$ cat src/rtl/dsp_dot_acc.sv
// dsp_dot_acc: signed, bias-seeded multiply-accumulate engine.
// Computes P = C + sum(A[i] * (D[i] +/- B[i])) over a programmable number of
// beats through a 3-stage pipeline: input register, pre-add/multiply register,
// then the accumulator. Valid/ready handshakes on both the beat and result sides.
// Optional build macro: DSP_ACC_SAT_EN makes the accumulator saturate and
// drives a sticky OVF flag; without it the accumulator wraps and OVF stays 0.
module dsp_dot_acc #(
    parameter int A_W   = 18,
    parameter int B_W   = 18,
    parameter int ACC_W = 48,
    parameter int LEN_W = 8
) (
    input  logic             clk,
    input  logic             rst_n,
    input  logic             start,
    input  logic [LEN_W-1:0] len,
    input  logic [ACC_W-1:0] c,
    input  logic             preadd,
    input  logic             sub,
    input  logic             in_valid,
    output logic             in_ready,
    input  logic [A_W-1:0]   a,
    input  logic [B_W-1:0]   b,
    input  logic [B_W-1:0]   d,
    output logic             out_valid,
    input  logic             out_ready,
    output logic [ACC_W-1:0] p,
    output logic             ovf,
    output logic             busy
);

    typedef enum logic [1:0] {
        IDLE  = 2'd0,
        RUN   = 2'd1,
        DRAIN = 2'd2,
        HOLD  = 2'd3
    } state_t;

    localparam int PROD_W = A_W + B_W + 1;
    localparam logic [LEN_W-1:0] ONE = LEN_W'(1);

    state_t             state;
    logic [LEN_W-1:0]   len_q;
    logic [LEN_W-1:0]   cnt;
    logic               preadd_q;
    logic               sub_q;
    logic               drain_cnt;

    logic [A_W-1:0]     a_r;
    logic [B_W-1:0]     b_r;
    logic [B_W-1:0]     d_r;
    logic               i_vld;
    logic [PROD_W-1:0]  m_r;
    logic               m_vld;

    logic [ACC_W-1:0]   acc;
    logic               ovf_q;

    logic [B_W:0]       pre;
    logic [PROD_W-1:0]  prod;
    logic [ACC_W:0]     sum_ext;
    logic [ACC_W-1:0]   acc_next;
    logic               ovf_hit;

    logic               beat_take;

    assign beat_take = in_valid & in_ready;

    // Pre-adder: operand is D+/-B or sign-extended B, one bit wider so nothing is lost.
    always_comb begin
        pre = {b_r[B_W-1], b_r};
        if (preadd_q) begin
            if (sub_q) begin
                pre = {d_r[B_W-1], d_r} - {b_r[B_W-1], b_r};
            end else begin
                pre = {d_r[B_W-1], d_r} + {b_r[B_W-1], b_r};
            end
        end
    end

    assign prod = {{(B_W+1){a_r[A_W-1]}}, a_r} * {{A_W{pre[B_W]}}, pre};

    // Accumulate one extra bit wide so overflow is visible, then wrap or clamp.
    always_comb begin
        sum_ext  = {acc[ACC_W-1], acc} + {{(ACC_W-A_W-B_W){m_r[PROD_W-1]}}, m_r};
        acc_next = sum_ext[ACC_W-1:0];
        ovf_hit  = 1'b0;
`ifdef DSP_ACC_SAT_EN
        if (sum_ext[ACC_W] != sum_ext[ACC_W-1]) begin
            ovf_hit  = 1'b1;
            acc_next = sum_ext[ACC_W] ? {1'b1, {(ACC_W-1){1'b0}}}
                                      : {1'b0, {(ACC_W-1){1'b1}}};
        end
`endif
    end

    // Input and multiply stages; bubbles travel as cleared valid bits.
    always_ff @(posedge clk or negedge rst_n) begin
        if (!rst_n) begin
            a_r   <= '0;
            b_r   <= '0;
            d_r   <= '0;
            i_vld <= 1'b0;
            m_r   <= '0;
            m_vld <= 1'b0;
        end else begin
            i_vld <= beat_take;
            if (beat_take) begin
                a_r <= a;
                b_r <= b;
                d_r <= d;
            end
            m_vld <= i_vld;
            if (i_vld) begin
                m_r <= prod;
            end
        end
    end

    // Run control, beat counting, accumulator and registered handshake outputs.
    always_ff @(posedge clk or negedge rst_n) begin
        if (!rst_n) begin
            state     <= IDLE;
            len_q     <= '0;
            cnt       <= '0;
            preadd_q  <= 1'b0;
            sub_q     <= 1'b0;
            drain_cnt <= 1'b0;
            acc       <= '0;
            ovf_q     <= 1'b0;
            in_ready  <= 1'b0;
            out_valid <= 1'b0;
            busy      <= 1'b0;
        end else begin
            if (m_vld && state != IDLE) begin
                acc <= acc_next;
                if (ovf_hit) begin
                    ovf_q <= 1'b1;
                end
            end
            case (state)
                IDLE: begin
                    if (start) begin
                        len_q     <= len;
                        preadd_q  <= preadd;
                        sub_q     <= sub;
                        acc       <= c;
                        ovf_q     <= 1'b0;
                        cnt       <= '0;
                        drain_cnt <= 1'b0;
                        busy      <= 1'b1;
                        if (len != '0) begin
                            state    <= RUN;
                            in_ready <= 1'b1;
                        end else begin
                            state <= DRAIN;
                        end
                    end
                end
                RUN: begin
                    if (beat_take) begin
                        cnt <= cnt + ONE;
                        if (cnt == len_q - ONE) begin
                            state     <= DRAIN;
                            in_ready  <= 1'b0;
                            drain_cnt <= 1'b0;
                        end
                    end
                end
                DRAIN: begin
                    if (drain_cnt) begin
                        state     <= HOLD;
                        out_valid <= 1'b1;
                    end else begin
                        drain_cnt <= 1'b1;
                    end
                end
                HOLD: begin
                    if (out_ready) begin
                        state     <= IDLE;
                        out_valid <= 1'b0;
                        busy      <= 1'b0;
                    end
                end
                default: begin
                    state <= IDLE;
                end
            endcase
        end
    end

    assign p   = acc;
    assign ovf = ovf_q;

endmodule

$ cat config.mk
export PLATFORM = sky130hd
export DESIGN_NAME = dsp_dot_acc
export DESIGN_NICKNAME = d
export VERILOG_FILES = /design/src/rtl/dsp_dot_acc.sv
export SDC_FILE = /design/constraint.sdc
export NUM_CORES = 1
export LEC_CHECK = 0
export CORE_UTILIZATION = 50
export DETAILED_ROUTE_END_ITERATION = 8
export PLACE_DENSITY = 0.69
export SLEW_MARGIN = 5
export SYNTH_ARGS = -nofsm -noshare
export SYNTH_HDL_FRONTEND = slang
export SYNTH_SLANG_ARGS = --single-unit
$ cat constraint.sdc
create_clock -name clk -period 28 [get_ports clk]
set_clock_uncertainty 0.05 [all_clocks]
set_input_delay 2.8 -clock clk [delete_from_list [all_inputs] [get_ports clk]]
set_output_delay 2.8 -clock clk [all_outputs]
set_load 0.005 [all_outputs]
== Word level (Yosys, flattened, before mapping) ==
Cells that the tools add are included.

* Add/sub/neg operators: 5
* Mux-type cells: 27
* Reductions and logical operators: 15
* Bitwise logic cells: 1
* Eq/ne operators: 10
* $mul: 1

{| class="wikitable"
|+ Operators with widths
! operator !! number
|-
| 48-bit 2-to-1 mux || 3
|-
| 48-bit by 37-bit adder with 48-bit output || 1
|-
| 19-bit 2-to-1 mux || 2
|-
| 18-bit by 19-bit multiplier with 37-bit output || 1
|-
| 18-bit by 18-bit adder with 19-bit output || 1
|-
| 18-bit by 18-bit subtractor with 19-bit output || 1
|-
| 8-bit 2-to-1 mux || 2
|-
| 8-bit case mux with 2 select lines || 1
|-
| 2-bit 2-to-1 mux || 6
|-
| 2-bit != test (second input constant) || 6
|-
| 5-bit AND reduction || 2
|-
| 3-bit AND reduction || 3
|-
| 8-bit by 1-bit adder with 8-bit output (second input constant) || 1
|-
| 8-bit equality test || 1
|-
| 1-bit 2-to-1 mux || 8
|-
| 2-bit case mux with 4 select lines || 1
|-
| 2-bit nonzero test || 4
|-
| 8-bit nonzero test || 1
|-
| 8-bit by 1-bit subtractor with 8-bit output (second input constant) || 1
|-
| 1-bit case mux with 2 select lines || 3
|-
| 2-bit equality test (second input constant) || 2
|-
| 4-bit AND reduction || 1
|-
| 1-bit case mux with 3 select lines || 1
|-
| 3-bit nonzero test || 1
|-
| 5 further kinds || 5
|}

* Word-level logic and storage cells: 75
* Output and inout port bits: 52
* Bits of input ports: 117
* Bits in registers: 165

== Depth between registers and ports, before layout ==
* Word-level depth: 5
* Gate-level depth with buffers: 43
* Mapped depth without buffers: 42

== Worst setup path after synthesis ==
OpenSTA, ideal clock, no wires.

* Kind: register -> register
* Start point: reg sub_q
* End point: reg m_r[36]
* Period minus slack after synthesis: 8968 ps
* Required time: 27825 ps
* Path slack: 19032 ps
* Setup time: 125 ps
* Arrival: 8792 ps
* Cell stages (with the launch flop): 38
* Buffers on the path: 3
* Cells stage by stage: dfrtp_1 clkbuf_1 clkbuf_1 mux2i_1 fa_1 a21o_1 a21oi_2 o21ai_1 a31oi_1 o31a_1 o21ai_1 a21oi_1 a21oi_1 xnor2_1 a21o_2 buf_2 nand2_1 fa_1 (+2 left out) ha_1 inv_1 fa_1 inv_1 fa_1 inv_1 fa_1 inv_1 ha_1 and3_1 a31oi_1 o21ai_0 a22oi_2 o21ai_1 or4b_1 a31oi_1 xnor2_1 mux2_4

* Longest elaborated chain between the ends: 3

{| class="wikitable"
|+ Ends and longest elaborated chain
! what !! RTL line !! source
|-
| start, declared || 46 || <nowiki>logic sub_q;</nowiki>
|-
| start signal, assigned || 146 || <nowiki>sub_q <= sub;</nowiki>
|-
| 19-bit 2-to-1 mux || 73 || <nowiki>if (sub_q) begin</nowiki>
|-
| 19-bit 2-to-1 mux || 72 || <nowiki>if (preadd_q) begin</nowiki>
|-
| 18-bit by 19-bit multiplier with 37-bit output || 81 || <nowiki>assign prod = {{(B_W+1){a_r[A_W-1]}}, a_r} * {{A_W{pre[B_W]}}, pre};</nowiki>
|-
| end signal, assigned || 115 || <nowiki>m_r <= prod;</nowiki>
|-
| end, declared || 53 || <nowiki>logic [PROD_W-1:0] m_r;</nowiki>
|}

Every way passes these cells.
A chain may end at the register's enable or synchronous reset.

== Final worst setup path ==
* Start point: reg b_r[3]
* End point: reg m_r[36]

* Longest elaborated chain between the ends: 4
* Elaborated cells on any way between the ends: 5
* Classes of those cells: 2 x add/sub; 1 x mul; 2 x mux

{| class="wikitable"
|+ Ends and longest elaborated chain
! what !! RTL line !! source
|-
| start, declared || 50 || <nowiki>logic [B_W-1:0] b_r;</nowiki>
|-
| start signal, assigned || 101 || <nowiki>b_r <= '0;</nowiki>
|-
| start signal, assigned || 110 || <nowiki>b_r <= b;</nowiki>
|-
| 18-bit by 18-bit adder with 19-bit output or 18-bit by 18-bit subtractor with 19-bit output (tied branches) || 76, 74 ||
|-
| 19-bit 2-to-1 mux || 73 ||
|-
| 19-bit 2-to-1 mux * || 72 ||
|-
| 18-bit by 19-bit multiplier with 37-bit output * || 81 ||
|}

Mark *: on every way between the ends. The rest lies on a longest branch, timed or not.

==> results_dict.tcl <==
set metrics [dict create \
    netlist_instances 2489 \
    area_growth_pct 11.6 \
    worstPathArrival_ps 10470 \
    numPortBuffers 167 \
    cts_inserted_buffers 17 \
    finalHoldViolCount 0 \
    place_area_sq_um 25400 \
    post_cts_resized 0 \
    timing.final.crit_share_pct 36.1 \
    grt_use_total_pct 26.0 \
    async_reset_ff_share_pct 100 \
    grt_pass1_wl_um 97200 \
    status "finished, final reports clean" \
    synth_edf_count 0 \
    crit_top_cell "inv_1" \
    cp_max_fo 27 \
    slowest_delay_ps 650 \
    cts_setup_buffers 0 \
    diodes 0 \
    grt_max_degree 104 \
    yosysSeqAreaShare_pct 17.7 \
    io_pins 169 \
    layout_min_cycle_time_ps 10120 \
    rows 78 \
    yosys.area.top_type "fa_1" \
    yosysMostFrequentCell "inv_1" \
    finalSetupTns_ps 0 \
    max_cap_viol_count 0 \
    vias_per_cell 5.50 \
    gp_congestion 0.933 \
    finalWorstSetupSlack_ps 17880 \
    tightestPinTransition_ps 1110 \
    cp.required_ps 28350 \
    place_ws_ps 17980 \
    leakage_uw 0.0127 \
    clkSlewWorstSetupHoldPaths_ps 90 \
    ys_seq_elements 165 \
    drv_slew 0 \
    cts_tree "built" \
    final-seq-area_sq_um 4130 \
    yosys-top-cells-count "432 x inv_1, 342 x fa_1, 250 x nand2_1" \
    wl_per_cell_um 18.0 \
    ys_warn_count 0 \
    core_area_sq_um 45700 \
    syn_avg_cell_area_sq_um 9.35 \
    nFillCells 4046 \
    hp-class "flip-flop to flip-flop" \
    cts-root-buf "clkbuf_16" \
    cts_sinks 165 \
    insertion_delay_ps 510 \
    dieArea_sq_um 47400 \
    htreeDepth 4 \
    rsz0062_at_grt "false" \
    synth_top_area_share_pct 29.4 \
    firstDrtPassIters 5 \
    vias 17519 \
    max_freq_ghz 0.0988 \
    drt.antenna.violating_nets 0 \
    grt_pass1_vias 18984 \
    slew_headroom_pct 25.9 \
    die_w_um 218 \
    powerDensity_nw_per_um2 19.7 \
    critPathSlowestCell "fa_1" \
    critPathLaunchType "flip-flop" \
    critPathCaptureType "flip-flop" \
    setup_violations 0 \
    drive_gt1_share_pct 7.69 \
    clk_path_buf_depth 2 \
    netlist_area_sq_um 23300 \
    ys.flop_type "dfrtp_1" \
    ctsHoldBuffers 0 \
    dp.cells 3156 \
    drt_first_iter_violations 1102 \
    multi_input_area_sq_um 17100 \
    die_height_um 218 \
    overflow 0 \
    fin_area_sq_um 26000 \
    crit_type "flip-flop to flip-flop" \
    finalNetCount 3202 \
    yosys-top-cells-area "fa_1 29%, dfrtp_1 18%, ha_1 9.0%" \
    hpwl_um 45200 \
    routed_wl_um 57300 \
    synth_nets 3116 \
    initial_core_util_pct 51.0 \
    finalPower_uw 513 \
    antenna_found_initial 0 \
    drc 0 \
    yosysUniqueCellTypes 85 \
    instances_no_fill 3188 \
    ir_drop_v 0.0000363 \
]
cells by family (layout without fill, tap and decap cells):
logic type / after synthesis / in the layout / synth area share, %
xor gates and xnor gates: 143 / 143 / 5.38
buffers and inverters: 544 / 643 / 8.94
other: 1 / 1 / 0.0161
adders and majority gates: 514 / 514 / 38.6
DFF: 165 / 165 / 17.7
AOI/OAI and AO/OA: 414 / 414 / 11.6
muxes: 105 / 105 / 5.06
and+or+nand+nor: 603 / 603 / 12.7
stage by stage:
| stage | util, % | hold slack [ps] |
|---|---|---|
| 2_1_floorplan | - | 391 |
| 3_3_place_gp | 55.5 | 440 |
| 3_5_place_dp | 55.5 | 445 |
| 4_1_cts | 56.9 | 459 |
| 5_1_grt | 56.9 | 479 |
| 6_report | 56.9 | 456 |
final timing paths:
check	cells past startpoint	slack (ps)	startpoint	to
setup / recovery	40	17880	b_r[3]	m_r[36]
hold / removal	1	460	a_r[11]	a_r[11]
setup reg to reg	40	17880	b_r[3]	m_r[36]
hold reg to reg	1	460	a_r[11]	a_r[11]
max in group asynchronous	2	24150	rst_n	i_vld
min in group asynchronous	1	2310	rst_n	len_q[2]
layout make-up:
type,count,area share (%)
clock buffer,19,1.74
clock inverter,13,0.636
inverter,432,6.24
multi-input combinational,1780,65.8
sequential,165,15.9
tap,600,2.89
timing repair buffer,179,6.79
worst max-delay path: cells and delay by family (launching register included):
kind | cells | cell delay [ps]
compound gates | 14 | 2530
buf+inv | 6 | 590
flops | 1 | 430
mux | 1 | 270
fa+ha+maj | 8 | 3900
simple gates | 8 | 1850
xor+xnor | 3 | 380
routing by layer:
layer	global-route usage, %	up-vias	wire [um]
li1	-	8122	-
met1	34.1	8849	25600
met2	44.2	465	27600
met3	4.35	83	2860
met4	7.90	0	1240
met5	0	-	0
state kept, by name, summed over array words and instances (netlist names), 2 cells and up:
name	cells
m_r	37
len_q	8
d_r	18
p	48
cnt	8
state	2
b_r	18
a_r	18
power by group:
part | leakage, uW | internal (uW) | switching [uW]
Sequential | 0.00200 | 238 | 0
Clock | 0.000302 | 138 | 114
Combinational | 0.0104 | 14.3 | 7.52
placed cells by master (no fill, tap or decap), types with 25 or more instances in the layout:
cell type,count
fa_1,342
nand2_1,248
o22ai_1,41
clkdlybuf4s50_1,166
a21oi_1,153
o21ai_0,51
a21o_1,43
mux2_2,98
dfrtp_1,164
nor2_1,78
inv_1,432
nand3_1,25
ha_1,168
and2_1,147
xor2_1,43
xnor2_1,100
(Power assumes the default switching activity.)
